### src/rtl/logic_unit_pipe.sv
// logic_unit_pipe: two-stage pipelined bitwise logic unit with valid/ready
// handshakes on both sides, equality/zero flags and a saturating count of
// delivered beats whose operands were equal.
module logic_unit_pipe #(
    parameter int WIDTH = 8,
    parameter int CNT_W = 16
) (
    input  logic             clk,
    input  logic             rst_n,
    input  logic             in_valid,
    output logic             in_ready,
    input  logic [2:0]       op,
    input  logic [WIDTH-1:0] a,
    input  logic [WIDTH-1:0] b,
    output logic             out_valid,
    input  logic             out_ready,
    output logic [WIDTH-1:0] y,
    output logic             eq,
    output logic             zero,
    output logic [CNT_W-1:0] match_cnt,
    input  logic             clr_cnt
);

    localparam logic [2:0] OP_AND  = 3'b000;
    localparam logic [2:0] OP_OR   = 3'b001;
    localparam logic [2:0] OP_XOR  = 3'b010;
    localparam logic [2:0] OP_XNOR = 3'b011;
    localparam logic [2:0] OP_NAND = 3'b100;
    localparam logic [2:0] OP_NOR  = 3'b101;
    localparam logic [2:0] OP_NOTA = 3'b110;
    localparam logic [2:0] OP_PASS = 3'b111;

    localparam logic [CNT_W-1:0] CNT_MAX  = {CNT_W{1'b1}};
    localparam logic [CNT_W-1:0] CNT_ONE  = CNT_W'(1);
    localparam logic [CNT_W-1:0] CNT_ZERO = '0;
    localparam logic [WIDTH-1:0] W_ZERO   = '0;

    // Bitwise function selected by the opcode captured with the operands.
    function automatic logic [WIDTH-1:0] f_compute(input logic [2:0] f_op,
                                                   input logic [WIDTH-1:0] f_a,
                                                   input logic [WIDTH-1:0] f_b);
        logic [WIDTH-1:0] r;
        case (f_op)
            OP_AND:  r = f_a & f_b;
            OP_OR:   r = f_a | f_b;
            OP_XOR:  r = f_a ^ f_b;
            OP_XNOR: r = f_a ~^ f_b;
            OP_NAND: r = ~(f_a & f_b);
            OP_NOR:  r = ~(f_a | f_b);
            OP_NOTA: r = ~f_a;
            OP_PASS: r = f_a;
            default: r = W_ZERO;
        endcase
        return r;
    endfunction

    // Operands are equal exactly when every bit of their XNOR is one.
    function automatic logic f_all_equal(input logic [WIDTH-1:0] f_a,
                                         input logic [WIDTH-1:0] f_b);
        return &(f_a ~^ f_b);
    endfunction

    logic             s1_valid_q, s1_valid_d;
    logic [2:0]       s1_op_q, s1_op_d;
    logic [WIDTH-1:0] s1_a_q, s1_a_d;
    logic [WIDTH-1:0] s1_b_q, s1_b_d;
    logic             s2_valid_q, s2_valid_d;
    logic [WIDTH-1:0] s2_y_q, s2_y_d;
    logic             s2_eq_q, s2_eq_d;
    logic             s2_zero_q, s2_zero_d;
    logic [CNT_W-1:0] cnt_q, cnt_d;

    logic             s1_advance_s;
    logic             in_ready_s;
    logic             in_xfer_s;
    logic             out_xfer_s;
    logic [WIDTH-1:0] y_calc_s;

    // Handshake decode: S1 may drain into S2 when S2 is empty or being consumed.
    always_comb begin
        s1_advance_s = s1_valid_q && (!s2_valid_q || out_ready);
        in_ready_s   = rst_n && (!s1_valid_q || s1_advance_s);
        in_xfer_s    = in_valid && in_ready_s;
        out_xfer_s   = s2_valid_q && out_ready;
        y_calc_s     = f_compute(s1_op_q, s1_a_q, s1_b_q);
    end

    // S1 next state: capture operands only on an accepted beat, else hold data.
    always_comb begin
        s1_op_d = s1_op_q;
        s1_a_d  = s1_a_q;
        s1_b_d  = s1_b_q;
        if (in_xfer_s) begin
            s1_valid_d = 1'b1;
            s1_op_d    = op;
            s1_a_d     = a;
            s1_b_d     = b;
        end else if (s1_advance_s) begin
            s1_valid_d = 1'b0;
        end else begin
            s1_valid_d = s1_valid_q;
        end
    end

    // S2 next state: load the computed result when S1 advances, hold under backpressure.
    always_comb begin
        s2_y_d    = s2_y_q;
        s2_eq_d   = s2_eq_q;
        s2_zero_d = s2_zero_q;
        if (s1_advance_s) begin
            s2_valid_d = 1'b1;
            s2_y_d     = y_calc_s;
            s2_eq_d    = f_all_equal(s1_a_q, s1_b_q);
            s2_zero_d  = (y_calc_s == W_ZERO);
        end else if (out_xfer_s) begin
            s2_valid_d = 1'b0;
        end else begin
            s2_valid_d = s2_valid_q;
        end
    end

    // Match counter next state: clear beats increment, increment saturates.
    always_comb begin
        if (clr_cnt) begin
            cnt_d = CNT_ZERO;
        end else if (out_xfer_s && s2_eq_q && (cnt_q != CNT_MAX)) begin
            cnt_d = cnt_q + CNT_ONE;
        end else begin
            cnt_d = cnt_q;
        end
    end

    // State registers with synchronous active-low reset discarding in-flight beats.
    always_ff @(posedge clk) begin
        if (!rst_n) begin
            s1_valid_q <= 1'b0;
            s1_op_q    <= 3'b000;
            s1_a_q     <= W_ZERO;
            s1_b_q     <= W_ZERO;
            s2_valid_q <= 1'b0;
            s2_y_q     <= W_ZERO;
            s2_eq_q    <= 1'b0;
            s2_zero_q  <= 1'b0;
            cnt_q      <= CNT_ZERO;
        end else begin
            s1_valid_q <= s1_valid_d;
            s1_op_q    <= s1_op_d;
            s1_a_q     <= s1_a_d;
            s1_b_q     <= s1_b_d;
            s2_valid_q <= s2_valid_d;
            s2_y_q     <= s2_y_d;
            s2_eq_q    <= s2_eq_d;
            s2_zero_q  <= s2_zero_d;
            cnt_q      <= cnt_d;
        end
    end

    assign in_ready  = in_ready_s;
    assign out_valid = s2_valid_q;
    assign y         = s2_y_q;
    assign eq        = s2_eq_q;
    assign zero      = s2_zero_q;
    assign match_cnt = cnt_q;

endmodule

### config.mk
export PLATFORM = sky130hd
export DESIGN_NAME = logic_unit_pipe
export DESIGN_NICKNAME = d
export VERILOG_FILES = /design/src/rtl/logic_unit_pipe.sv
export SDC_FILE = /design/constraint.sdc
export NUM_CORES = 1
export LEC_CHECK = 0
export BUFFER_PORTS_ARGS = -buffer_cell sky130_fd_sc_hd__buf_2
export CAP_MARGIN = 30
export CELL_PAD_IN_SITES_DETAIL_PLACEMENT = 2
export CELL_PAD_IN_SITES_GLOBAL_PLACEMENT = 2
export CORE_UTILIZATION = 35
export DETAILED_ROUTE_END_ITERATION = 16
export PLACE_DENSITY = 0.91
export SLEW_MARGIN = 5
export SYNTH_ARGS = -nofsm -noshare
export SYNTH_HDL_FRONTEND = slang
export SYNTH_SLANG_ARGS = --single-unit
### constraint.sdc
create_clock -name clk -period 3.46 [get_ports clk]
set_input_delay 0 -clock clk [delete_from_list [all_inputs] [get_ports clk]]
set_output_delay 0 -clock clk [all_outputs]
set_load 0.03 [all_outputs]
Word level (Yosys, flattened, before mapping)

Index checks and enable logic that the tools add are counted.

Output and inout bits: 28
Memories kept: 0
Register bits after elaboration: 47
ROM bits: 0
RAM bits: 0
Bits of input ports: 24
Logic and storage cells: 47
Bits in latches: 0

Bitwise gates (word level): 8
$add $sub $neg: 1
Div/mod/pow operators: 0
Multiply operators: 0
Equal/unequal tests: 8
Reduce and logical (&&, ||, !) cells: 16
Multiplexer cells: 5
Order comparisons: 0
Shifts and indexed selects: 0

Operators by type and width:

| cell                                                            | number |
|---|---|
| 8-bit one-hot mux with 8 select lines                           | 1 |
| 8-bit NOT                                                       | 3 |
| 16-bit by 1-bit adder with 16-bit output, second input constant | 1 |
| 16-bit != test, second input constant                           | 1 |
| 3-bit == test, second input constant                            | 4 |
| 8-bit AND                                                       | 1 |
| 8-bit logical NOT                                               | 1 |
| 8-bit bitwise OR                                                | 1 |
| 8-bit AND reduction                                             | 1 |
| 8-bit bitwise XNOR                                              | 1 |
| 8-bit bitwise XOR                                               | 1 |
| 3-bit by 2-bit == test with 1-bit output, second input constant | 2 |
| 1-bit logical AND                                               | 6 |
| 1-bit 2-to-1 mux                                                | 4 |
| 2-bit nonzero test                                              | 2 |
| 3-bit by 1-bit == test with 1-bit output, second input constant | 1 |
| 3-bit logical NOT                                               | 1 |
| 1-bit logical NOT                                               | 2 |
| 1-bit logical OR                                                | 2 |
| 2-bit OR reduction                                              | 1 |
| 1-bit NOT                                                       | 1 |

Logic depth before layout (Yosys ltp)

Gate-level depths: netlist (run 1).

Depth after elaboration: 7
Mapped depth: 9
Depth with buffers taken out: 8

Worst setup path before layout (run 1)

No wires, ideal clock.

Kind: reg2reg
Start: register s2_valid_q (netlist: out_valid)
End: register s1_a_q[0]
Stages on the path, launching flop included: 7
Clock period less this slack: 1.916 ns
Setup time: 0.129 ns
Arrival: 1.786 ns
Path slack: 1.544 ns
Required time: 3.331 ns
Buffers on the path: 2
Path through: dfxtp_1 > nor2b_1 > a21oi_1 > and2_1 > buf_2 > buf_2 > o31ai_1

Word-level cells in the longest chain between the ends: 6

Ends and longest elaborated chain:

| item                     | line | text |
|---|---|---|
| start: declaration       | 67   | `logic s2_valid_q, s2_valid_d;` |
| start signal: assignment | 150  | `s2_valid_q <= s2_valid_d;` |
| 1-bit logical NOT        | 81   | `s1_advance_s = s1_valid_q && (!s2_valid_q \|\| out_ready);` |
| 1-bit logical OR         | 81   |  |
| 1-bit logical AND        | 81   |  |
| 1-bit logical OR         | 82   | `in_ready_s = rst_n && (!s1_valid_q \|\| s1_advance_s);` |
| 1-bit logical AND        | 82   |  |
| named net in_ready       | 11   | `output logic in_ready,` |
| 1-bit logical AND        | 83   | `in_xfer_s = in_valid && in_ready_s;` |
| end signal: assignment   | 138  | `s1_a_q <= W_ZERO;` |
| end signal: assignment   | 148  | `s1_a_q <= s1_a_d;` |
| end: declaration         | 65   | `logic [WIDTH-1:0] s1_a_q, s1_a_d;` |

The timed path passes the listed nets, and every way through them passes these cells.
A chain may end at the register's enable or synchronous reset.

Worst setup path in the final report (run 1)

Start: register s1_op_q[0]
End: register s2_zero_q (netlist: zero)

Word-level cells in the longest chain between the ends: 3
Elaborated cells on any way between the ends: 10
Those cells by class: eq/ne: 7; mux: 1; reduce/logical: 2

Ends and longest elaborated chain:

| item                                        | line | text |
|---|---|---|
| start: declaration                          | 64   | `logic [2:0] s1_op_q, s1_op_d;` |
| start signal: assignment                    | 147  | `s1_op_q <= s1_op_d;` |
| 3-bit == test, or another cell as far along | 43   | `case (f_op)` |
| 8-bit one-hot mux with 8 select lines *     | 43   |  |
| 8-bit logical NOT *                         | 114  | `s2_zero_d = (y_calc_s == W_ZERO);` |
| end signal: assignment                      | 153  | `s2_zero_q <= s2_zero_d;` |
| end: declaration                            | 70   | `logic s2_zero_q, s2_zero_d;` |

Mark *: on every way between the ends. The rest lies on a longest branch, timed or not.

==> run summary, run 1 <==
Status = complete, no violations
HP Class = input port to flip-flop
Leakage = 1.42 nW
Worst clock skew = 10.2 ps
Final HPWL DP = 6050 µm
N_diodes = 0
Dominant cell type by area after synthesis = dfxtp_1
Post-synth EDFFs = 0
DRC = 0
Crit share post-route = 73.2%
Worst skew pair latency = 310 ps
Detail Route Antenna Nets = 0
CP endpoint kind = flip-flop
CTS Root Cell = clkbuf_8
Reg2reg start = s1_op_q[0]
Yosys cell types = 43
Cts hold-fix bufs = 20
Initial antenna violation count = 0
Fin Hold WS = 47.9 ps
Die H = 89.8 µm
Synth top area cells = dfxtp_1, ha_1, nand2_1
Yosys reg bits = 47
Clock sink total = 47
Most frequent cell after synthesis = dfxtp_1
CP startpoint = s1_op_q[0]
Final Wtd Congestion = 0.731
Full die area = 8060 µm²
Max clock buf depth = 2
Critical path startpoint category = flip-flop
PortBufs = 51
CTS buffer count = 5
Post-synth design cell area = 2700 µm²
Final setup violation count = 0
DR WL/cell = 19.6 µm
First-pass GRT wire length = 15100 µm
Total setup buffers inserted after CTS = 0
Hold Path Origin = rst_n
WP data required = 3670 ps
Nets = 427
Syn_area_per_cell = 8.32 µm²
H-tree lvl count = 2
Core Box Area = 7330 µm²
Via Count = 2597
DR pass1 iterations = 4
Worst IR drop on VDD = 0.206 mV
Die W = 89.8 µm
Area growth syn-to-layout = 23.6%
Std cell rows = 31
Relative slew margins = 41.7%
Layout cells sized above 1 = 17.6%
Max Cap Viol = 0
Ys async rst share = 0%
Main synth FF type = dfxtp_1
Yosys warns = 0
Fmax = 395 MHz
Final worst path period need = 2530 ps
Arrival @ worst endpoint = 2750 ps
DR iter-0 viols = 99
Worst Tran Pin Value = 873 ps
Register area share after synthesis = 34.9%
Post-synth top cells = dfxtp_1, nand2_1, nor2_1
GR Overflow Total = 0
Top Ports = 52
Post-synthesis cell count = 324
Initial Util = 36.8%
GRT Overall Usage = 23.8%
RSZ-0062 raised after global routing = false
CTS resizes = 0
Vias/cell = 5.34
Tot Pwr = 0.00139 W
Final Max Tran Viols = 0
Syn nets = 365
Routed WL = 9530 µm
TritonCTS clock tree = done
PD cells = 418 nW/µm²
Clock slew at reported path FFs = 90 ps
Worst Path Max Fanout = 17
Vias in the first global route = 2812
Crit Path Class = flip-flop to flip-flop
Final Hold Fails = 0
Final TNS setup = 0 ps
Largest net degree at the start of global routing = 36
Share of the synthesized area in the top cell type = 34.9%
cell usage in the layout, fill, tap and decap left out, drive strengths merged:
master and n:
nand4 4, nor2 32, o32a 1, and3 5, a31oi 3, and2 1
bufinv 2, o21ai 5, xor2 15, nand2b 5, ha 17, nor4b 1
buf 55, inv 24, o32ai 1, and3b 1, nand3b 2, clkbuf 6
nand2 41, nor3b 2, a221oi 1, o31ai 16, dfxtp 47, nor2b 3
xnor2 14, or3b 2, nand3 15, mux4 1, a21oi 11, nor3 5
nor4 3, mux2i 13, and4 1, o22ai 4, a211oi 8, dlygate4sd3 20
final cells by class:
| class | instances | area (µm²) |
|---|---|---|
| fillers | 815 | 4000 |
| multi-input cells | 233 | 1550 |
| flip-flops and latches | 47 | 941 |
| repair buffers | 75 | 493 |
| well taps | 99 | 124 |
| inverters | 24 | 90.1 |
| clock buffers | 6 | 72.6 |
| clock inverters | 2 | 60.1 |
final timing paths:
kind | to | slack [ps] | cells past startpoint
min reg2reg | eq | 490 | 2
max | zero | 930 | 5
min | s1_op_q[2] | 50 | 3
max reg2reg | zero | 930 | 5
cell families (layout without fill, tap and decap cells):
logic type | count (synthesis) | after routing | synth area share, %
AOI/OAI and AO/OA | 50 | 50 | 12.7
xor gates and xnor gates | 29 | 29 | 9.42
adders and majority gates | 17 | 17 | 7.89
buffers and inverters | 44 | 107 | 7.52
DFF | 47 | 47 | 34.9
muxes | 14 | 14 | 5.66
and+or+nand+nor | 123 | 123 | 21.9
stage by stage:
step / instances / area [µm²] / setup WS (ps) / util (%)
floorplan: 324 / 2700 / 1540 / -
global placement: 457 / 2990 / 1250 / 40.7
detailed placement: 457 / 2990 / 1090 / 40.7
CTS: 485 / 3320 / 1000 / 45.3
global route: 486 / 3330 / 803 / 45.5
finish: 486 / 3330 / 928 / 45.5
worst max-delay path, stage by stage (launching register included):
cell and delay (ps):
dfxtp_1 900, mux2i_1 300, or3b_1 430, a221oi_1 380, a31oi_1 110, o32ai_2 310
state kept, by name (all words and copies together) (netlist names):
signal and count:
match_cnt 16, s1_a_q 8, s1_b_q 8, y 8, s1_op_q 3, eq 1, out_valid 1, s1_valid_q 1
zero 1
metal layers:
metal / part of all wire (%) / vias up / global-route usage [%]
met5: 0 / - / 0
met1: 44 / 1281 / 28.6
met4: 3.0 / 0 / 9.43
li1: - / 1223 / -
met2: 49 / 66 / 41.6
met3: 4.1 / 27 / 4.65
report_power, final:
part           switching (W)  internal (W)  total [W]
Clock               0.000194      0.000289   0.000483
Sequential         0.0000309      0.000566   0.000597
Combinational       0.000188      0.000124   0.000312
Total               0.000414      0.000979    0.00139
(Power assumes the default switching activity.)
==> run 2: changes to the inputs <==
--- a/config.mk
+++ b/config.mk
@@ -5,13 +5,14 @@
 export SDC_FILE = /design/constraint.sdc
 export NUM_CORES = 1
 export LEC_CHECK = 0
+export ABC_AREA = 1
 export BUFFER_PORTS_ARGS = -buffer_cell sky130_fd_sc_hd__buf_2
 export CAP_MARGIN = 30
 export CELL_PAD_IN_SITES_DETAIL_PLACEMENT = 2
 export CELL_PAD_IN_SITES_GLOBAL_PLACEMENT = 2
-export CORE_UTILIZATION = 35
+export CORE_UTILIZATION = 30
 export DETAILED_ROUTE_END_ITERATION = 16
-export PLACE_DENSITY = 0.91
+export PLACE_DENSITY = 0.85
 export SLEW_MARGIN = 5
 export SYNTH_ARGS = -nofsm -noshare
 export SYNTH_HDL_FRONTEND = slang
==> constraint.sdc (replaced) <==
create_clock -name clk -period 2.7 [get_ports clk]
set_input_delay 0 -clock clk [delete_from_list [all_inputs] [get_ports clk]]
set_output_delay 0 -clock clk [all_outputs]
set_load 0.03 [all_outputs]
==> run 2 against run 1 <==
Against the previous run: clock power increased by 19%; first-iteration DRC count rose by 3.0%; count of clock-buffer cells in the layout is the same; sequential share of layout area down 1.2 points; area after synthesis is 4.5% higher; flip-flop and latch count did not move; total power grew 24%; hold slack got worse by 23 ps; die area up 21%; fmax grew 10%; critical endpoint unchanged.
==> run summary, run 2 <==
Status = complete, no violations
Yosys reg bits = 47 (unchanged)
Most frequent cell after synthesis = nand2_1
GR Overflow Total = 0 (unchanged)
Final Wtd Congestion = 0.820 (+12%)
Worst skew pair latency = 320 ps (about the same)
Commonest non-fill, non-tap cells in the layout = nand2_1, inv_1, buf_2
Syn nets = 463 (+27%)
Final Hold Fails = 0 (unchanged)
Initial Util = 31.7% (-5.1 points)
Nets = 531 (+24%)
R2R depth = 11 (+6)
Relative slew margins = 54.5% (+13 points)
DR iter-0 viols = 102 (+3.0%)
Main synth FF type = dfxtp_1
Post-synth EDFFs = 0 (unchanged)
CP startpoint = s1_op_q[1]
Max Cap Viol = 0 (unchanged)
Share of the synthesized area in the top cell type = 33.4% (-1.5 points)
Worst IR drop on VDD = 0.227 mV (+10%)
Arrival @ worst endpoint = 2500 ps (-250 ps)
Tot Pwr = 0.00172 W (+24%)
GRT Overall Usage = 25.8% (+2.0 points)
Largest net degree at the start of global routing = 39 (+8.3%)
H-tree lvl count = 2 (unchanged)
Most common cell after layout, fill and taps aside = nand2_1
Register Area = 941 µm² (unchanged)
Placed cell count = 571 (+25%)
Dominant cell type by area after synthesis = dfxtp_1
Worst Path Max Fanout = 13 (-4)
Critical path startpoint category = flip-flop
Routed WL = 11900 µm (+25%)
Detail Route Antenna Nets = 0 (unchanged)
PortBufs = 51 (unchanged)
DR pass1 iterations = 4 (unchanged)
Syn_area_per_cell = 6.68 µm² (-20%)
Fin Hold WS = 25.1 ps (-22.8 ps)
Top Ports = 52 (unchanged)
Post-synthesis cell count = 422 (+30%)
Worst clock skew = 8.67 ps (-1.50 ps)
TritonCTS clock tree = done
Yosys cell types = 36 (-16%)
Total setup buffers inserted after CTS = 0 (unchanged)
CTS buffer count = 5 (unchanged)
CP peak stage delay = 690 ps (-210 ps)
Post-route cell area = 3480 µm² (+4.4%)
CP endpoint kind = flip-flop
WP data required = 2900 ps (-770 ps)
Post-synth top cells = nand2_1, inv_1, dfxtp_1
Worst Tran Pin Value = 680 ps (-193 ps)
FILL cells = 1087 (+33%)
Multi-input gate area = 1550 µm² (unchanged)
CTS Root Cell = clkbuf_8
CP most frequent cell = nand2_1
Vias/cell = 5.28 (-1.2%)
Register area share after synthesis = 33.4% (-1.5 points)
Initial antenna violation count = 0 (unchanged)
Final setup violation count = 0 (unchanged)
PD cells = 494 nW/µm² (+18%)
Die W = 98.9 µm (+10%)
DR WL/cell = 19.8 µm (+1.2%)
Crit Path Class = flip-flop to flip-flop
Clock slew at reported path FFs = 100 ps (about the same)
Critical-path top delay cell = dfxtp_1
Std cell rows = 34 (+9.7%)
Vias in the first global route = 3501 (+25%)
Layout cells sized above 1 = 14.9% (-2.7 points)
Core Box Area = 8890 µm² (+21%)
DRC = 0 (unchanged)
Post-Layout Cell Count = 599 (+23%)
Post-synth design cell area = 2820 µm² (+4.5%)
Leakage = 1.57 nW (+11%)
Final Max Tran Viols = 0 (unchanged)
Final TNS setup = 0 ps (unchanged)
Max clock buf depth = 2 (unchanged)
Crit share post-route = 85.2% (+12 points)
Worst hold stages = 4 (+1)
Via Count = 3163 (+22%)
Final worst path period need = 2300 ps (-232 ps)
DP Area = 3160 µm² (+5.9%)
Max reg flops = 16 (unchanged)
Hold Path Origin = out_ready
HP Class = input port to flip-flop
Final HPWL DP = 7330 µm (+21%)
Yosys warns = 0 (unchanged)
N_diodes = 0 (unchanged)
Fmax = 435 MHz (+10%)
Clock sink total = 47 (unchanged)
Full die area = 9780 µm² (+21%)
Area growth syn-to-layout = 23.5%
Synth top area cells = dfxtp_1, nand2_1, inv_1
Die H = 98.9 µm (+10%)
Reg2reg start = s1_op_q[1]
Ys async rst share = 0% (unchanged)
RSZ-0062 raised after global routing = false
First-pass GRT wire length = 19500 µm (+29%)
Worst-path cell chain = nand2_1 -> nor2_1 -> nand2_1 -> o21ai_0 -> nor2_1 -> nand2_1 -> nand2_1 -> nand2_1 -> nor2_1 -> nand2_1 -> a21oi_2
-- run 2: cell count changes after synthesis, sizes merged, moves of 13 or more --
cell / before / now
a21oi: 11 / 24
inv: 24 / 66
nand2: 41 / 115
o21ai: 5 / 32
xnor2: 14 / 0
xor2: 15 / 1
-- run 2: kinds of logic (layout without fill, tap and decap cells) --
logic type	Yosys count	count (layout)	share of synthesized area, %
XOR/XNOR	1	1	0.311
adder cells (fa/ha/maj)	17	17	7.55
AO/OA/AOI/OAI	79	79	16.1
multiplexers	2	2	0.711
AND/OR/NAND/NOR	196	196	30.3
flip-flops	47	47	33.4
buffers and inverters	80	149	11.6
-- run 2: path summary, 6_finish.rpt --
check	to	slack, ps
min	out_valid	30
max reg2reg	zero	400
max	zero	400
min reg2reg	match_cnt[4]	510
-- run 2: critical path: cells and delay by family, from the launching register on --
family / cells / cell delay, ps
simple gates: 9 / 1290
compound gates: 2 / 180
flops: 1 / 690
-- run 2: timing repair --
item	in CTS	in global routing
setup endpoints to repair	0	0
endpoints found under the hold margin	20	0
hold buffers	20	0
gates resized for setup	0	0
-- run 2: power by group --
part           internal [W]  switching [W]  total (W)  leakage (nW)
logic              0.000131       0.000258   0.000390          1.12
registers          0.000727      0.0000307   0.000758         0.385
clock network      0.000300       0.000273   0.000573        0.0612
-- run 2: layer usage --
| layer | routed length [µm] | track usage (%) |
|---|---|---|
| met1 | 4900 | 29.0 |
| met2 | 6210 | 48.8 |
| met3 | 477 | 4.11 |
| met4 | 302 | 9.07 |
| met5 | 0 | 0 |
-- run 2: final cells by class --
type                            count  share of cell area (%)
Multi-Input combinational cell    295                    44.6
Clock buffer                        6                    2.37
Inverter                           66                    7.12
Timing Repair Buffer               75                    14.0
Clock inverter                      2                    1.01
Tap cell                          108                    3.88
Sequential cell                    47                    27.0
-- run 2: through the flow --
stage	worst slack (ps)	util [%]
3_3_place_gp	695	35.6
6_report	400	39.1
3_5_place_dp	622	35.6
4_1_cts	490	39.1
2_1_floorplan	959	-
5_1_grt	241	39.1
